===== src/rtl/mips32_pkg.sv =====
// Shared MIPS32 definitions: opcodes, fetch FSM states and the fetch-queue entry layout.
package mips32_pkg;

    localparam int unsigned OPC_W   = 6;
    localparam int unsigned WORD_W  = 32;

    // Register-register ALU group
    localparam logic [OPC_W-1:0] OP_ADD   = 6'b000000;
    localparam logic [OPC_W-1:0] OP_SUB   = 6'b000001;
    localparam logic [OPC_W-1:0] OP_AND   = 6'b000010;
    localparam logic [OPC_W-1:0] OP_OR    = 6'b000011;
    localparam logic [OPC_W-1:0] OP_SLT   = 6'b000100;
    localparam logic [OPC_W-1:0] OP_MUL   = 6'b000101;
    // Memory, immediate and branch group
    localparam logic [OPC_W-1:0] OP_LW    = 6'b001000;
    localparam logic [OPC_W-1:0] OP_SW    = 6'b001001;
    localparam logic [OPC_W-1:0] OP_ADDI  = 6'b001010;
    localparam logic [OPC_W-1:0] OP_SUBI  = 6'b001011;
    localparam logic [OPC_W-1:0] OP_SLTI  = 6'b001100;
    localparam logic [OPC_W-1:0] OP_BNEQZ = 6'b001101;
    localparam logic [OPC_W-1:0] OP_BEQZ  = 6'b001110;
    localparam logic [OPC_W-1:0] OP_HLT   = 6'b111111;

    typedef enum logic {
        FETCH  = 1'b0,
        HALTED = 1'b1
    } fetch_state_t;

    // One prefetched instruction as handed to decode
    typedef struct packed {
        logic [WORD_W-1:0] ir;
        logic [WORD_W-1:0] npc;
    } fetch_entry_t;

    localparam int unsigned ENTRY_W = $bits(fetch_entry_t);

    // True when the instruction word carries the HLT opcode
    function automatic logic is_hlt(input logic [WORD_W-1:0] ir);
        return ir[WORD_W-1 -: OPC_W] == OP_HLT;
    endfunction

endpackage


===== src/rtl/mips32_fifo_sync.sv =====
// Show-ahead synchronous FIFO with synchronous clear, occupancy count and full/empty flags.
module mips32_fifo_sync #(
    parameter int unsigned DEPTH = 4,
    parameter int unsigned WIDTH = 64,
    localparam int unsigned PTR_W = $clog2(DEPTH),
    localparam int unsigned CNT_W = $clog2(DEPTH + 1)
) (
    input  logic             clk1,
    input  logic             rst_n,
    input  logic             clr,
    input  logic             push,
    input  logic [WIDTH-1:0] push_data,
    input  logic             pop,
    output logic [WIDTH-1:0] head_data,
    output logic [CNT_W-1:0] count,
    output logic             full,
    output logic             empty
);

    if (DEPTH < 2 || (DEPTH & (DEPTH - 1)) != 0) begin : g_bad_depth
        $error("mips32_fifo_sync: DEPTH must be a power of two and at least 2");
    end

    logic [WIDTH-1:0] mem [DEPTH];
    logic [PTR_W-1:0] rd_ptr;
    logic [PTR_W-1:0] wr_ptr;
    logic             do_push_c;
    logic             do_pop_c;

    // A push into a full FIFO is only honoured when the head leaves in the same cycle
    assign do_push_c = push && (!full || pop);
    assign do_pop_c  = pop && !empty;

    assign head_data = mem[rd_ptr];
    assign full      = count == CNT_W'(DEPTH);
    assign empty     = count == '0;

    // Storage array: data only, no reset needed
    always_ff @(posedge clk1) begin
        if (do_push_c && !clr) begin
            mem[wr_ptr] <= push_data;
        end
    end

    // Pointers and count; clear wins over push/pop
    always_ff @(posedge clk1 or negedge rst_n) begin
        if (!rst_n) begin
            rd_ptr <= '0;
            wr_ptr <= '0;
            count  <= '0;
        end else if (clr) begin
            rd_ptr <= '0;
            wr_ptr <= '0;
            count  <= '0;
        end else begin
            if (do_push_c) wr_ptr <= wr_ptr + PTR_W'(1);
            if (do_pop_c)  rd_ptr <= rd_ptr + PTR_W'(1);
            count <= count + CNT_W'(do_push_c) - CNT_W'(do_pop_c);
        end
    end

endmodule


===== src/rtl/mips32_fetch_queue.sv =====
// MIPS32 instruction-fetch front end: PC, one-deep in-flight tracking, prefetch queue, HLT/redirect FSM.
module mips32_fetch_queue
    import mips32_pkg::*;
#(
    parameter int unsigned ADDR_W   = 10,
    parameter int unsigned DEPTH    = 4,
    parameter int unsigned RESET_PC = 0,
    localparam int unsigned CNT_W   = $clog2(DEPTH + 1)
) (
    input  logic              clk1,
    input  logic              rst_n,
    input  logic              redirect_valid,
    input  logic [31:0]       redirect_pc,
    input  logic              stall_fetch,
    output logic              imem_req,
    output logic [ADDR_W-1:0] imem_addr,
    input  logic [31:0]       imem_rdata,
    output logic              if_id_valid,
    input  logic              if_id_ready,
    output logic [31:0]       if_id_ir,
    output logic [31:0]       if_id_npc,
    output logic              fetch_halted,
    output logic [CNT_W-1:0]  occupancy
);

    fetch_state_t        state;
    logic [ADDR_W-1:0]   pc;
    logic [ADDR_W-1:0]   inflight_addr;
    logic                inflight;

    logic [CNT_W-1:0]    fifo_count;
    logic                fifo_full;
    logic                fifo_empty;
    logic [ENTRY_W-1:0]  fifo_head;

    logic [CNT_W:0]      credit_used_c;
    logic                issue_c;
    logic                push_c;
    logic                pop_c;
    fetch_entry_t        push_entry_c;
    fetch_entry_t        head_entry_c;
    logic                unused_redirect_hi;

    assign unused_redirect_hi = ^redirect_pc[31:ADDR_W];

    // Credit check counts queued entries plus the outstanding read; a same-cycle pop is ignored
    assign credit_used_c = (CNT_W + 1)'(fifo_count) + (CNT_W + 1)'(inflight);
    assign issue_c = rst_n && (state == FETCH) && !stall_fetch && !redirect_valid
                   && (credit_used_c < (CNT_W + 1)'(DEPTH));

    // Returning read is kept unless squashed by a redirect or fetch has already halted
    assign push_c = inflight && !redirect_valid && (state == FETCH);
    assign pop_c  = if_id_valid && if_id_ready;

    assign push_entry_c = '{ir: imem_rdata, npc: 32'(inflight_addr) + 32'd1};
    assign head_entry_c = fetch_entry_t'(fifo_head);

    assign imem_req     = issue_c;
    assign imem_addr    = pc;
    assign if_id_valid  = !fifo_empty;
    assign if_id_ir     = if_id_valid ? head_entry_c.ir  : '0;
    assign if_id_npc    = if_id_valid ? head_entry_c.npc : '0;
    assign fetch_halted = state == HALTED;
    assign occupancy    = fifo_count;

    mips32_fifo_sync #(
        .DEPTH (DEPTH),
        .WIDTH (ENTRY_W)
    ) u_fifo (
        .clk1      (clk1),
        .rst_n     (rst_n),
        .clr       (redirect_valid),
        .push      (push_c),
        .push_data (push_entry_c),
        .pop       (pop_c),
        .head_data (fifo_head),
        .count     (fifo_count),
        .full      (fifo_full),
        .empty     (fifo_empty)
    );

    // PC, in-flight read tracking and fetch/halt FSM; redirect has top priority
    always_ff @(posedge clk1 or negedge rst_n) begin
        if (!rst_n) begin
            state         <= FETCH;
            pc            <= ADDR_W'(RESET_PC);
            inflight      <= 1'b0;
            inflight_addr <= '0;
        end else if (redirect_valid) begin
            state    <= FETCH;
            pc       <= redirect_pc[ADDR_W-1:0];
            inflight <= 1'b0;
        end else begin
            inflight <= issue_c;
            if (issue_c) begin
                pc            <= pc + ADDR_W'(1);
                inflight_addr <= pc;
            end
            if (push_c && is_hlt(imem_rdata)) begin
                state <= HALTED;
            end
        end
    end

    // The credit rule must always leave room for the returning word
    a_no_push_when_full: assert property (
        @(posedge clk1) disable iff (!rst_n) !(push_c && fifo_full)
    );

endmodule


===== config.mk =====
export PLATFORM = sky130hd
export DESIGN_NAME = mips32_fetch_queue
export DESIGN_NICKNAME = d
export VERILOG_FILES = /design/src/rtl/mips32_pkg.sv /design/src/rtl/mips32_fifo_sync.sv /design/src/rtl/mips32_fetch_queue.sv
export SDC_FILE = /design/constraint.sdc
export NUM_CORES = 1
export LEC_CHECK = 0
export ABC_CLOCK_PERIOD_IN_PS = 5500
export CAP_MARGIN = 15
export CORE_UTILIZATION = 30
export DETAILED_ROUTE_END_ITERATION = 10
export PLACE_DENSITY_LB_ADDON = 0.3
export SLEW_MARGIN = 30
export SYNTH_ARGS = -nofsm -noshare
export SYNTH_HDL_FRONTEND = slang
export SYNTH_SLANG_ARGS = --single-unit
export TNS_END_PERCENT = 50

===== constraint.sdc =====
create_clock -name clk1 -period 5.5 [get_ports clk1]
set_clock_uncertainty 0.05 [all_clocks]
set_input_delay 0.825 -clock clk1 [delete_from_list [all_inputs] [get_ports clk1]]
set_output_delay 0.825 -clock clk1 [all_outputs]
set_load 0.05 [all_outputs]

==> impl_metrics.csv, run 1 <==
group,metric,value,unit
placement,dp.cells,936,
route,drt_iter0_drc,245,
die,fp.dieH,170,um
timing,setup_violations,0,
timing,slew_violations,0,
clocking,postCtsResizedCells,0,
logic_synthesis,yosysUniqueCellTypes,45,
clocking,cts_buffer_depth,3,
setup_path,cp_data_required_time,4.62,ns
global_route,grt_usage,0.121,
setup_path,r2r_slack,2.84,ns
logic_synthesis,synthAdderAreaFrac,0.0158,
cells_and_area,final_cell_mix,"edfxtp_1 (172), clkdlybuf4s50_1 (105), and2_1 (47)",
route,viasPerCell,4.57,
power_and_ir_drop,p_per_area,519,nW/um2
timing,fmax,255,MHz
clocking,cts_tree,"built",
setup_path,worstPathMaxFanout,27,
setup_path,cp-start-kind,"register",
die,die_w,170,um
logic_synthesis,synthesis.area,8420,um2
clocking,clk_pin_slew,0.06,ns
global_route,grt_pass1_vias,4810,
placement,dp_hpwl,10400,um
setup_path,reg2reg_from,"u_fifo.count[1]",
setup_path,cp_data_arrival_time,3.04,ns
logic_synthesis,ys_seq_elements,201,
logic_synthesis,synth_edf_count,172,
power_and_ir_drop,p_leak,3.51,nW
clocking,cts_buffers,22,
timing,hold_viol,0,
route,drt-total-wl,16900,um
global_route,grt_overflow_total,0,
timing,finalSetupTns,0,ns
timing,rsz0062_at_grt,"no",
die,std_cell_rows,60,
power_and_ir_drop,power,0.00546,W
clocking,clk-insertion-delay-late,0.49,ns
logic_synthesis,syn-mean-instance-area,17.8,um2
clocking,htree_num_levels,1,
cells_and_area,diodes,0,
timing,tightest_slew,0.876,ns
timing,maxSlewHeadroom,0.416,
logic_synthesis,synth_cells,473,
route,topRoutingLayerUsed,"met4",
route,vias,4462,
logic_synthesis,synthSimpleGateAreaFrac,0.0754,
placement,portBuffers,105,
clocking,cts_hold_buf,0,
placement,gp_congestion,0.766,
route,wl_met1,7650,um
status,run_status,"completed",
logic_synthesis,ys.flop_type,"edfxtp_1",
hold_path,hold_class,"register to register",
logic_synthesis,synth_compound_area_frac,0.0272,
power_and_ir_drop,irDropWorstVdd,0.242,mV
die,dieArea,28700,um2
route,wl_met2,8040,um
logic_synthesis,synth_warnings,0,
setup_path,cp-end-kind,"output port",
clocking,cts_setup_buffers,0,
timing,min_period,3.92,ns
timing,period_share,0.712,
global_route,antenna_found_initial,0,
timing,hold-worst-slack,0.501,ns
logic_synthesis,synth.mux.area_fraction,0.128,
cells_and_area,final_cells,976,
cells_and_area,drive_gt1_frac,0.167,
cells_and_area,final_util,0.386,
route,drt_drc_violations_left,0,
route,wl_met3,814,um
run,drv_cap,0,
clocking,ctsRootBufferMaster,"clkbuf_16",
hold_path,min-delay-start,"inflight_addr[1]",
clocking,cts.sinks,201,
cells_and_area,area_delta_synth_final,25.1,%
route,detail-route-antenna-nets,0,
logic_synthesis,synth_top_family_by_area,"multiplexers",
setup_path,cp-startpoint,"u_fifo.rd_ptr[1]",
global_route,grt_max_degree,47,
cells_and_area,final_nets,667,
logic_synthesis,synth-xor-area-share,0.0125,
cells_and_area,final_common_cell,"edfxtp_1",
die,core,27300,um2
global_route,grt_pass1_wl,27100,um
route,firstDrtPassIters,4,
logic_synthesis,synthArstFlopShare,0.144,
logic_synthesis,ys_seq_area_frac,0.700,
setup_path,critPathKind,"register to output port",
route,wl_per_cell,17.3,um
die,start_util,0.309,
die,ios,149,
==> synth_stat cells (3+ instances only) <==
master    count  share of area
dfrtp_1      29          0.086
inv_1        14         0.0062
and3_1        4         0.0030
mux4_2       43           0.12
o311ai_0      7         0.0073
xnor2_1       9         0.0094
xor2_1        3         0.0031
clkbuf_1      9         0.0040
ha_1          9          0.013
nor3_1        3         0.0018
buf_2         4         0.0024
o31a_1        3         0.0031
nor2_1       11         0.0049
mux2_2        8          0.011
buf_6         4         0.0054
edfxtp_1    172           0.61
nand3_1      14         0.0083
o211ai_1      7         0.0062
and2_1       47          0.035
nand2_1      13         0.0058
nor2b_1       3         0.0022
and2_2        4         0.0036
buf_4        25          0.022
nor4_1        3         0.0022
==> power breakdown <==
group / internal, W / switching [W]
Sequential: 0.00178 / 0.000144
Combinational: 0.000790 / 0.00129
Clock: 0.000883 / 0.000571
==> routing by layer <==
metal	GRT usage	up-vias
met1	0.163	2284
met2	0.203	133
met3	0.0226	22
met5	0	-
li1	-	2023
met4	0.0290	0
==> final timing paths <==
| check | cells after the start | to |
|---|---|---|
| max in group asynchronous | 2 | u_fifo.rd_ptr[0] |
| max reg2reg | 10 | u_fifo.count[2] |
| min reg2reg | 1 | inflight_addr[1] |
| min | 1 | inflight_addr[1] |
| min in group asynchronous | 2 | u_fifo.wr_ptr[1] |
| max | 4 | if_id_ir[31] |
==> area by class of cell <==
class,count,area [um2]
multi-input combinational,235,2260
tap,372,465
clock buffer,28,614
fill,2499,16700
clock inverter,12,111
sequential,201,5900
inverter,14,52.6
timing repair buffer,114,1130
==> cell families (layout without fill, tap and decap cells) <==
logic type,after synthesis,in the layout
DFF,201,201
buffers and inverters,57,168
and+or+nand+nor,110,110
AOI/OAI and AO/OA,29,29
muxes,53,53
xor gates and xnor gates,12,12
adders and majority gates,10,10
other,1,21
==> flip-flops by register name, indices dropped and copies added (netlist names) <==
name           cells
imem_addr         10
u_fifo.rd_ptr      2
fetch_halted       1
u_fifo.wr_ptr      2
u_fifo.count       3
inflight           1
inflight_addr     10
u_fifo.mem       172
==> worst max-delay path: stages, from the launching register on <==
cell	delay, ns
dfrtp_2	0.86
buf_4	0.42
mux4_2	0.36
and2_1	0.18
clkdlybuf4s50_1	0.70
==> through the flow <==
step	worst slack (ns)	instance area, um2
floorplan	2.40	8490
global placement	1.60	9780
detailed placement	1.60	9800
CTS	1.50	10500
global route	1.43	10500
finish	1.58	10500
Power figures use the tool's default switching activity.
==> inputs of run 2 (changes only) <==
--- a/config.mk
+++ b/config.mk
@@ -5,7 +5,7 @@
 export SDC_FILE = /design/constraint.sdc
 export NUM_CORES = 1
 export LEC_CHECK = 0
-export ABC_CLOCK_PERIOD_IN_PS = 5500
+export ABC_CLOCK_PERIOD_IN_PS = 3600
 export CAP_MARGIN = 15
 export CORE_UTILIZATION = 30
 export DETAILED_ROUTE_END_ITERATION = 10
==> constraint.sdc (replaced) <==
create_clock -name clk1 -period 3.6 [get_ports clk1]
set_clock_uncertainty 0.05 [all_clocks]
set_input_delay 0.54 -clock clk1 [delete_from_list [all_inputs] [get_ports clk1]]
set_output_delay 0.54 -clock clk1 [all_outputs]
set_load 0.05 [all_outputs]
==> impl_metrics.csv, run 2 (synthesized netlist as in run 1, its figures left out) <==
group,metric,value,unit
timing,min_period,3.42,ns
global_route,antenna_found_initial,0,
clocking,cts_hold_buf,0,
die,dieArea,28700,um2
global_route,grt_overflow_total,0,
route,drt-total-wl,17000,um
power_and_ir_drop,irDropWorstVdd,0.376,mV
die,fp.dieH,170,um
setup_path,worstPathCellList,"buf_4, mux4_2, and2_1, clkdlybuf4s50_1",
cells_and_area,regMostFlops,"u_fifo.mem",
timing,maxSlewHeadroom,0.366,
placement,place_area,9830,um2
cells_and_area,final_common_cell,"edfxtp_1",
timing,period_share,0.949,
clocking,cts_tree,"built",
route,wl_per_cell,17.3,um
setup_path,critPathMaxStageDelay,0.70,ns
run,drv_cap,0,
route,drt_drc_violations_left,0,
cells_and_area,final_nets,672,
die,ios,149,
route,drt_iter0_drc,257,
setup_path,worstPathMaxFanout,16,
setup_path,path_delay_family,"buffers and inverters",
timing,fmax,293,MHz
die,core,27300,um2
cells_and_area,fin_area,10500,um2
timing,tightest_slew,0.951,ns
setup_path,crit_slowest_cell,"clkdlybuf4s50_1",
route,vias,4451,
power_and_ir_drop,p_per_area,789,nW/um2
cells_and_area,area_delta_synth_final,25.1,%
hold_path,hold_class,"input port to async pin",
clocking,htree_num_levels,1,
clocking,cts_buffer_depth,3,
cells_and_area,diodes,0,
timing,setup_violations,0,
timing,rsz0062_at_grt,"no",
die,die_w,170,um
placement,gp_congestion,0.793,
global_route,grt_usage,0.121,
timing,slew_violations,0,
cells_and_area,drive_gt1_frac,0.189,
setup_path,path_buf_inv,2,
route,detail-route-antenna-nets,0,
clocking,cts.sinks,201,
cells_and_area,largest_reg_flops,172,
placement,dp_hpwl,10300,um
clocking,clk_pin_slew,0.06,ns
status,run_status,"completed",
timing,finalSetupTns,0,ns
clocking,cts_setup_buffers,0,
setup_path,cp-start-kind,"register",
clocking,ctsRootBufferMaster,"clkbuf_16",
placement,portBuffers,105,
die,std_cell_rows,60,
clocking,cts_buffers,23,
power_and_ir_drop,p_leak,3.54,nW
setup_path,cp_data_required_time,3.01,ns
die,start_util,0.309,
setup_path,cp_data_arrival_time,2.83,ns
cells_and_area,final_cell_mix,"edfxtp_1 (172), clkdlybuf4s50_1 (92), and2_1 (47)",
global_route,grt_pass1_wl,26500,um
global_route,grt_pass1_vias,4780,
clocking,clk-insertion-delay-late,0.50,ns
timing,hold_viol,0,
clocking,postCtsResizedCells,0,
route,viasPerCell,4.54,
route,firstDrtPassIters,4,
setup_path,cp-end-kind,"output port",
setup_path,critPathKind,"register to output port",
global_route,grt_max_degree,44,
run 2: worst paths after layout:
| path | end | from | cells after the start | slack, ns |
|---|---|---|---|---|
| min in group clk1 | inflight_addr[1] | inflight_addr[1] | 1 | 0.50 |
| worst max register to register | u_fifo.count[2] | u_fifo.count[1] | 10 | 1.01 |
| worst min-delay path | imem_addr[9] | rst_n | 2 | 0.46 |
| worst max-delay path | if_id_ir[2] | u_fifo.rd_ptr[0] | 4 | 0.18 |
| worst min register to register | inflight_addr[1] | inflight_addr[1] | 1 | 0.50 |
| max in group asynchronous | u_fifo.rd_ptr[0] | rst_n | 2 | 2.71 |
run 2: cell type report:
class	instances	area [um2]
clock buffer	28	594
clock inverter	12	113
fill	2541	16700
inverter	14	52.6
multi-input combinational	235	2260
sequential	201	5900
tap	372	465
timing repair buffer	118	1150
run 2: per-layer routing:
layer / routed length, um / GRT usage / vias up / share of wire
li1: - / - / 2036 / -
met1: 7830 / 0.163 / 2268 / 0.46
met2: 8060 / 0.202 / 127 / 0.47
met3: 834 / 0.0238 / 20 / 0.049
met4: 245 / 0.0294 / 0 / 0.014
met5: 0 / 0 / - / 0
run 2: where the power goes:
part           internal (W)  total [W]  switching [W]  leakage, nW
sequential          0.00272    0.00291       0.000191         1.91
combinational       0.00121    0.00323        0.00202         1.30
clock               0.00131    0.00218       0.000867        0.338
total               0.00524    0.00832        0.00308         3.54
run 2: per-stage QoR:
| step | setup WS (ns) | cells | hold WS [ns] | total power [W] | utilization |
|---|---|---|---|---|---|
| after global placement | 0.677 | 940 | 0.480 | 0.00620 | 0.361 |
| after detailed placement | 0.658 | 940 | 0.485 | 0.00624 | 0.361 |
| after global routing | 0.0212 | 980 | 0.487 | 0.00870 | 0.387 |
| after CTS | 0.124 | 980 | 0.485 | 0.00844 | 0.387 |
| after floorplan | 0.789 | 493 | 0.194 | 0.00518 | - |
| final | 0.184 | 980 | 0.464 | 0.00832 | 0.387 |
